[config.mk]
export PLATFORM = sky130hd
export DESIGN_NAME = shift_exec_stage
export DESIGN_NICKNAME = d
export VERILOG_FILES = /design/src/rtl/shift_exec_stage.sv
export SDC_FILE = /design/constraint.sdc
export NUM_CORES = 1
export LEC_CHECK = 0
export ABC_CLOCK_PERIOD_IN_PS = 2300
export CAP_MARGIN = 0
export CORE_ASPECT_RATIO = 0.6
export CORE_UTILIZATION = 51
export DETAILED_ROUTE_END_ITERATION = 16
export PLACE_DENSITY = 0.85
export REMOVE_ABC_BUFFERS = 1
export SKIP_CTS_REPAIR_TIMING = 1
export SYNTH_ARGS = -nofsm -noshare
export SYNTH_HDL_FRONTEND = slang
export SYNTH_SLANG_ARGS = --single-unit
[constraint.sdc]
create_clock -name clk -period 2.3 [get_ports clk]
set_input_delay 0.345 -clock clk [delete_from_list [all_inputs] [get_ports clk]]
set_output_delay 0.345 -clock clk [all_outputs]
set_load 0.02 [all_outputs]
[src/rtl/shift_exec_stage.sv]
// Two-stage pipelined shift/rotate unit with valid/ready handshake and flush.
// Define SHIFT_PERF_CNT_EN to build the completed-op and stall counters.
module shift_exec_stage #(
   parameter int unsigned SHAMT_WIDTH = 4,
   localparam int unsigned WIDTH = 2 ** SHAMT_WIDTH
) (
   input  logic             clk,
   input  logic             rst_n,
   input  logic             flush,
   input  logic             in_valid,
   output logic             in_ready,
   input  logic [WIDTH-1:0] in_data,
   input  logic [WIDTH-1:0] in_shamt,
   input  logic [1:0]       in_op,
   output logic             out_valid,
   input  logic             out_ready,
   output logic [WIDTH-1:0] out_data,
   output logic [15:0]      perf_done,
   output logic [15:0]      perf_stall
);

   typedef enum logic [1:0] {
      OpRol = 2'b00,
      OpSll = 2'b01,
      OpRor = 2'b10,
      OpSrl = 2'b11
   } op_e;

   logic                   s1_valid_q;
   logic [WIDTH-1:0]       s1_data_q;
   op_e                    s1_op_q;
   logic [SHAMT_WIDTH-1:0] s1_amt_q;
   logic                   s1_zero_q;

   logic                   s2_valid_q;
   logic [WIDTH-1:0]       s2_data_q;

   logic                   s1_adv;
   logic                   s2_adv;
   logic                   in_xfer;
   logic                   out_xfer;
   logic                   in_oor;
   logic                   in_is_shift;
   logic [WIDTH-1:0]       result;
   logic [2*WIDTH-1:0]     dbl;
   logic [2*WIDTH-1:0]     rotl_w;
   logic [2*WIDTH-1:0]     rotr_w;

   assign s2_adv   = !s2_valid_q || out_ready;
   assign s1_adv   = !s1_valid_q || s2_adv;
   assign in_ready = s1_adv && rst_n && !flush;
   assign in_xfer  = in_valid && in_ready;
   assign out_xfer = s2_valid_q && out_ready;

   assign out_valid = s2_valid_q;
   assign out_data  = s2_data_q;

   // Low amount bits are the rotate modulus and the in-range shift amount alike.
   assign in_oor      = |in_shamt[WIDTH-1:SHAMT_WIDTH];
   assign in_is_shift = in_op[0];

   always_comb begin
      dbl    = {s1_data_q, s1_data_q};
      rotl_w = dbl << s1_amt_q;
      rotr_w = dbl >> s1_amt_q;
      result = '0;
      unique case (s1_op_q)
         OpRol:   result = rotl_w[2*WIDTH-1:WIDTH];
         OpSll:   result = s1_data_q << s1_amt_q;
         OpRor:   result = rotr_w[WIDTH-1:0];
         OpSrl:   result = s1_data_q >> s1_amt_q;
         default: result = '0;
      endcase
      if (s1_zero_q) begin
         result = '0;
      end
   end

   always_ff @(posedge clk) begin
      if (!rst_n) begin
         s1_valid_q <= 1'b0;
         s1_data_q  <= '0;
         s1_op_q    <= OpRol;
         s1_amt_q   <= '0;
         s1_zero_q  <= 1'b0;
         s2_valid_q <= 1'b0;
         s2_data_q  <= '0;
      end else begin
         if (flush) begin
            s1_valid_q <= 1'b0;
         end else if (s1_adv) begin
            s1_valid_q <= in_valid;
         end
         if (in_xfer) begin
            s1_data_q <= in_data;
            s1_op_q   <= op_e'(in_op);
            s1_amt_q  <= in_shamt[SHAMT_WIDTH-1:0];
            s1_zero_q <= in_is_shift && in_oor;
         end

         if (flush) begin
            s2_valid_q <= 1'b0;
         end else if (s2_adv) begin
            s2_valid_q <= s1_valid_q;
         end
         // Data only moves with a real op so out_data holds while idle.
         if (!flush && s2_adv && s1_valid_q) begin
            s2_data_q <= result;
         end
      end
   end

`ifdef SHIFT_PERF_CNT_EN
   logic [15:0] done_q;
   logic [15:0] stall_q;

   always_ff @(posedge clk) begin
      if (!rst_n) begin
         done_q  <= '0;
         stall_q <= '0;
      end else begin
         if (out_xfer && (done_q != 16'hFFFF)) begin
            done_q <= done_q + 16'd1;
         end
         if (s2_valid_q && !out_ready && (stall_q != 16'hFFFF)) begin
            stall_q <= stall_q + 16'd1;
         end
      end
   end

   assign perf_done  = done_q;
   assign perf_stall = stall_q;
`else
   logic unused_xfer;
   assign unused_xfer = out_xfer;
   assign perf_done   = '0;
   assign perf_stall  = '0;
`endif

endmodule

==> results of run 1 <==
flip-flops by register name, indices dropped and copies added (netlist names):
name	count
s1_zero_q	1
s1_data_q	16
out_valid	1
out_data	16
s1_op_q	2
s1_amt_q	4
s1_valid_q	1
metal layers:
| metal | vias up | part of all wire [%] |
|---|---|---|
| met1 | 1876 | 45 |
| met3 | 27 | 12 |
| met4 | 0 | 1.7 |
| met2 | 292 | 41 |
| met5 | - | 0 |
| li1 | 1836 | - |
worst min-delay path by stage:
| stage | endpoint | cells after the start |
|---|---|---|
| 2_1_floorplan | s1_valid_q | 2 |
| 3_5_place_dp | out_data[5] | 2 |
| 3_3_place_gp | out_data[6] | 1 |
| 5_1_grt | out_data[12] | 1 |
| 4_1_cts | out_data[5] | 2 |
| 6_report | out_data[4] | 2 |
critical path: stages, from the launching register on:
cell and delay, ns:
dfxtp_4 0.52, mux2i_1 0.39, o22ai_1 0.14, a221oi_1 0.43
buf_4 0.22, a21oi_1 0.06, a32o_1 0.26
logic make-up after synthesis:
family          synth area share, %
other cells                  0.0981
buf+inv                        13.1
mux                            18.3
flops                          21.5
compound gates                 26.1
simple gates                   20.9
cell usage after synthesis (all sizes together), types with 2 or more instances:
cell type	count	area [um2]
a211o	3	26.3
nand2b	7	43.8
o21bai	2	15.0
a22oi	4	30.0
mux2	19	214
inv	4	15.0
o221ai	4	35.0
and2	7	46.3
a21boi	26	195
a311o	2	20.0
nor3	8	40.0
a21oi	17	85.1
and3	2	12.5
nand2	81	304
nor2	31	124
buf	55	399
nand4	4	25.0
mux4	10	236
or3b	2	20.0
a31oi	2	12.5
o211ai	5	37.5
nand3	13	65.1
a32o	4	40.0
clkbuf	22	82.6
nor2b	6	45.0
o21ai	20	100
o22ai	19	119
o31ai	2	15.0
a221oi	4	35.0
dfxtp	41	821
o22a	2	17.5
mux2i	25	250
or2	5	31.3
a221o	2	20.0
a22o	3	26.3
nor4	3	18.8
a211oi	7	57.6
final cells by class:
class | count | share of cell area [%]
multi-input combinational | 397 | 56.4
sequential | 41 | 17.8
clock inverter | 3 | 0.377
clock buffer | 5 | 2.70
inverter | 5 | 0.404
timing repair buffer | 97 | 19.6
tap | 104 | 2.80
report_power, final:
part | leakage, nW | switching, mW | internal, mW
logic | 1.30 | 0.250 | 0.199
clock network | 0.0696 | 0.313 | 0.399
registers | 0.333 | 0.0390 | 0.726
total | 1.70 | 0.602 | 1.32
==> out/results.tsv, run 1 <==
stage	metric	value	unit
status	status	complete, no violations	
sta	final setup margin	0.175	ns
yosys	Mapped Cells	489	
cts	Clock Path Buffers	2	
cts	Num CTS Buffers	5	
worst_setup_path	Worst Setup SP	s1_amt_q[2]	
yosys	Avg Cell Area, Syn	7.81	um2
cts	CTS tree	done	
yosys	number of synthesized flops with an enable pin	0	
yosys	post-synthesis sequential area ratio	21.5	%
grt	GRT Util Overall	32.6	%
yosys	yosys warns	0	
grt	gr busiest metal	met1	
worst_hold_path	HP Class	reg -> reg	
sta	Min Clock Period, post-route	2.13	ns
floorplan	# IOs	89	
placed_design	pre-CTS WS	-0.0804	ns
sta	Pins Over Slew Limit	0	
grt	vias in the first global route	3625	
cts	Num Clock Sinks	41	
sta	Max Clk Rate	0.471	GHz
floorplan	chip height	69.1	um
final_layout	post-route insts no fill	652	
final_layout	most frequent cells in the layout	nand2_1 (81), clkdlybuf4s50_1 (55), dfxtp_1 (39)	
final_layout	Area growth syn-to-layout	21.5	%
sta	Fin Hold WS	0.468	ns
worst_setup_path	Worst Path Arrival	2.32	ns
grt	initial antenna violation count	0	
final_layout	Final Instance Area	4640	um2
drt	residual DRC count	0	
drt	drt pass-1 iters	5	
placed_design	GPL Wtd Cong	0.981	
final_layout	Filler cells	656	
worst_setup_path	crit path max fanout	22	
pwr	LEAKAGE	1.70	nW
final_layout	# diodes	0	
cts	clock-pin slew on the worst setup and hold paths	0.07	ns
cts	clk_lat worst skew	0.29	ns
worst_setup_path	R2R Path Start	s1_amt_q[2]	
pwr	Max rail drop VDD	253	uV
floorplan	core area	7270	um2
drt	routed wire length per instance	19.4	um
grt	total global routing overflow	0	
placed_design	post-DP HPWL	9730	um
sta	Slew @ Worst Pin	0.588	ns
placed_design	DP Cell Count	644	
grt	first-pass GRT wire length	19600	um
worst_setup_path	Setup crit end kind	flop	
sta	period utilization	92.4	%
drt	WL final	12600	um
yosys	Synth Register Bits	41	
flow_run	max_cap viols	0	
sta	Final Skew	0.00734	ns
floorplan	Starting Density	52.6	%
final_layout	Final nets	586	
placed_design	Post-DP Area	4490	um2
pwr	pwr/cell area	415	nW/um2
worst_setup_path	Reg2Reg Depth	6	
final_layout	Final Util	63.9	%
worst_setup_path	R2R setup slack	0.17	ns
grt	met1 Track Usage GR	48.0	%
cts	H-Tree Depth	2	
yosys	Async SR Flop Fraction	0	%
grt	met3 usage	9.41	%
worst_setup_path	CP Class	reg -> reg	
sta	Hold Fails Final Rpt	0	
worst_setup_path	Critical Path RT	2.49	ns
final_layout	proportion of layout cells with a drive suffix above 1	16.6	%
drt	vias per inst	6.18	
floorplan	row cnt	24	
worst_setup_path	startpoint types	flop	
yosys	Synth cell types	65	
drt	Routed Antenna Nets	0	
final_layout	multi-input logic area	2620	um2
cts	Root Driver	clkbuf_16	
final_layout	FF/Latch Area	826	um2
yosys	Mapped Area	3820	um2
worst_hold_path	HP Start	out_data[4]	
drt	Vias	4031	
sta	TNS Setup	0	ns
worst_setup_path	Crit Reg-Reg Endpoint	out_data[13]	
placed_design	port buffer count	56	
grt	pin count of the biggest net entering global routing	29	
sta	relative slew slack	60.5	%
sta	RSZ-0062 raised after global routing	false	
pwr	Tot Pwr	1.93	mW
sta	# setup viols final	0	
grt	grt met2 use	46.3	%
worst_setup_path	Worst setup endpoint	out_data[13]	
floorplan	Die Area	7850	um2
drt	DRT iter0 DRCs	486	
yosys	Synth Flop Type	dfxtp_1	
floorplan	Die X	114	um
final_layout	commonest non-fill, non-tap cell in the layout	nand2_1	
No activity file was read; power rests on OpenSTA's default activity.
==> run 2: changes to the inputs <==
--- a/config.mk
+++ b/config.mk
@@ -10,6 +10,7 @@
 export CORE_ASPECT_RATIO = 0.6
 export CORE_UTILIZATION = 51
 export DETAILED_ROUTE_END_ITERATION = 16
+export MAX_ROUTING_LAYER = met4
 export PLACE_DENSITY = 0.85
 export REMOVE_ABC_BUFFERS = 1
 export SKIP_CTS_REPAIR_TIMING = 1
==> run 2 against run 1 <==
  * Register-to-register slack lost 0.13 ns
  * Sequential power hardly changed
  * Non-clock buffer count shrank 8
  * Final area shrank 0.84%
  * Critical endpoint is now out_data[8]
==> out/results.tsv, run 2 (synthesis gave the netlist of run 1 again) <==
stage	metric	value	unit	change
placed_design	post-DP HPWL	9510	um	-2.3%
worst_setup_path	crit path max fanout	24		+9.1%
floorplan	row cnt	24		unchanged
grt	grt met2 use	47.0	%	+0.68 points
grt	pin count of the biggest net entering global routing	25		-14%
final_layout	# diodes	0		unchanged
final_layout	Area growth syn-to-layout	20.5	%	
grt	met1 Track Usage GR	47.1	%	-0.90 points
worst_setup_path	Worst Path Arrival	2.44	ns	+0.12 ns
sta	Pins Over Slew Limit	0		unchanged
drt	residual DRC count	0		unchanged
worst_setup_path	CP Class	reg -> reg		
final_layout	Final nets	578		-1.4%
cts	Num CTS Buffers	5		unchanged
grt	GRT Util Overall	33.2	%	+0.57 points
sta	Final Skew	0.00511	ns	-0.00223 ns
sta	TNS Setup	0	ns	unchanged
drt	DRT iter0 DRCs	407		-16%
status	status	complete, no violations		
worst_setup_path	Reg2Reg Depth	7		+1
floorplan	Die X	114	um	unchanged
cts	CTS tree	done		
pwr	LEAKAGE	1.67	nW	-1.7%
pwr	pwr/cell area	442	nW/um2	+6.5%
sta	period utilization	98.0	%	+5.6 points
sta	Hold Fails Final Rpt	0		unchanged
drt	Routed Antenna Nets	0		unchanged
drt	vias per inst	6.18		-0.11%
sta	Slew @ Worst Pin	0.637	ns	+0.0491 ns
floorplan	core area	7270	um2	unchanged
final_layout	Final Util	63.3	%	-0.53 points
drt	drt pass-1 iters	6		+1
cts	Num Clock Sinks	41		unchanged
cts	Clock Path Buffers	2		unchanged
grt	met3 usage	7.48	%	-1.9 points
grt	initial antenna violation count	0		unchanged
flow_run	max_cap viols	0		unchanged
final_layout	most frequent cells in the layout	nand2_1 (81), clkdlybuf4s50_1 (55), dfxtp_1 (40)		
final_layout	commonest non-fill, non-tap cell in the layout	nand2_1		
cts	clock-pin slew on the worst setup and hold paths	0.06	ns	about the same
floorplan	chip height	69.1	um	unchanged
grt	first-pass GRT wire length	19500	um	-0.49%
sta	Fin Hold WS	0.467	ns	-0.000884 ns
floorplan	Die Area	7850	um2	unchanged
worst_setup_path	Setup crit end kind	flop		
cts	H-Tree Depth	2		unchanged
grt	vias in the first global route	3652		+0.74%
sta	# setup viols final	0		unchanged
placed_design	port buffer count	56		unchanged
floorplan	# IOs	89		unchanged
cts	Root Driver	clkbuf_16		
worst_setup_path	startpoint types	flop		
sta	RSZ-0062 raised after global routing	false		
worst_setup_path	Worst Setup SP	s1_amt_q[1]		
final_layout	proportion of layout cells with a drive suffix above 1	15.0	%	-1.6 points
pwr	Max rail drop VDD	275	uV	+8.9%
drt	routed wire length per instance	19.3	um	-0.53%
worst_setup_path	Crit Reg-Reg Endpoint	out_data[8]		
worst_setup_path	R2R Path Start	s1_amt_q[1]		
worst_setup_path	Worst setup endpoint	out_data[8]		
worst_hold_path	HP Class	reg -> reg		
grt	total global routing overflow	0		unchanged
sta	Min Clock Period, post-route	2.25	ns	+0.129 ns
sta	relative slew slack	57.2	%	-3.3 points
drt	Vias	3977		-1.3%
worst_setup_path	R2R setup slack	0.05	ns	-0.13 ns
placed_design	GPL Wtd Cong	1.01		+2.5%
sta	Max Clk Rate	0.444	GHz	-5.7%
worst_setup_path	Critical Path RT	2.49	ns	about the same
grt	gr busiest metal	met1		
pwr	Tot Pwr	2.03	mW	+5.6%
cts	clk_lat worst skew	0.29	ns	about the same
floorplan	Starting Density	52.6	%	unchanged
final_layout	Filler cells	657		+0.15%
drt	WL final	12400	um	-1.8%
## run 2: how the worst min path moves through the flow
stage	to	slack (ns)	start	cells past startpoint
2_1_floorplan	s1_valid_q	0.46	in_valid	2
3_3_place_gp	out_data[4]	0.45	out_data[4]	2
3_5_place_dp	out_data[5]	0.46	out_data[5]	2
4_1_cts	out_data[5]	0.47	out_data[5]	2
5_1_grt	out_data[3]	0.48	out_data[3]	1
6_report	out_data[4]	0.47	out_data[4]	2
## run 2: routing by layer
| metal | share of wire, % | vias up |
|---|---|---|
| li1 | - | 1820 |
| met1 | 44 | 1844 |
| met2 | 42 | 279 |
| met3 | 12 | 34 |
| met4 | 2.2 | 0 |
| met5 | 0 | - |
## run 2: final cells by class
type	count	area [um2]	area share, %
Inverter	5	18.8	0.408
Tap cell	104	130	2.83
Multi-Input combinational cell	397	2620	56.8
Clock inverter	2	38.8	0.843
Timing Repair Buffer	89	848	18.4
Clock buffer	6	129	2.80
Sequential cell	41	822	17.9
## run 2: power breakdown
group	leakage, nW	switching (mW)	internal (mW)
clock	0.0810	0.312	0.515
sequential	0.333	0.0410	0.727
combinational	1.26	0.243	0.196
total	1.67	0.596	1.44
## run 2: critical path: stages (launching register included)
cell      delay, ns
dfxtp_1        0.52
buf_4          0.35
nand2b_1       0.19
o21ai_0        0.13
o21ai_0        0.28
o31a_1         0.24
o21ai_0        0.14
a221o_1        0.30
## run 2: stage by stage
step	instances	area, um2	worst slack (ns)
6_report	644	4600	0.0460
2_1_floorplan	443	3460	-0.459
4_1_cts	644	4600	0.101
3_5_place_dp	636	4430	-0.0726
3_3_place_gp	636	4430	-0.0163
5_1_grt	644	4600	0.00424
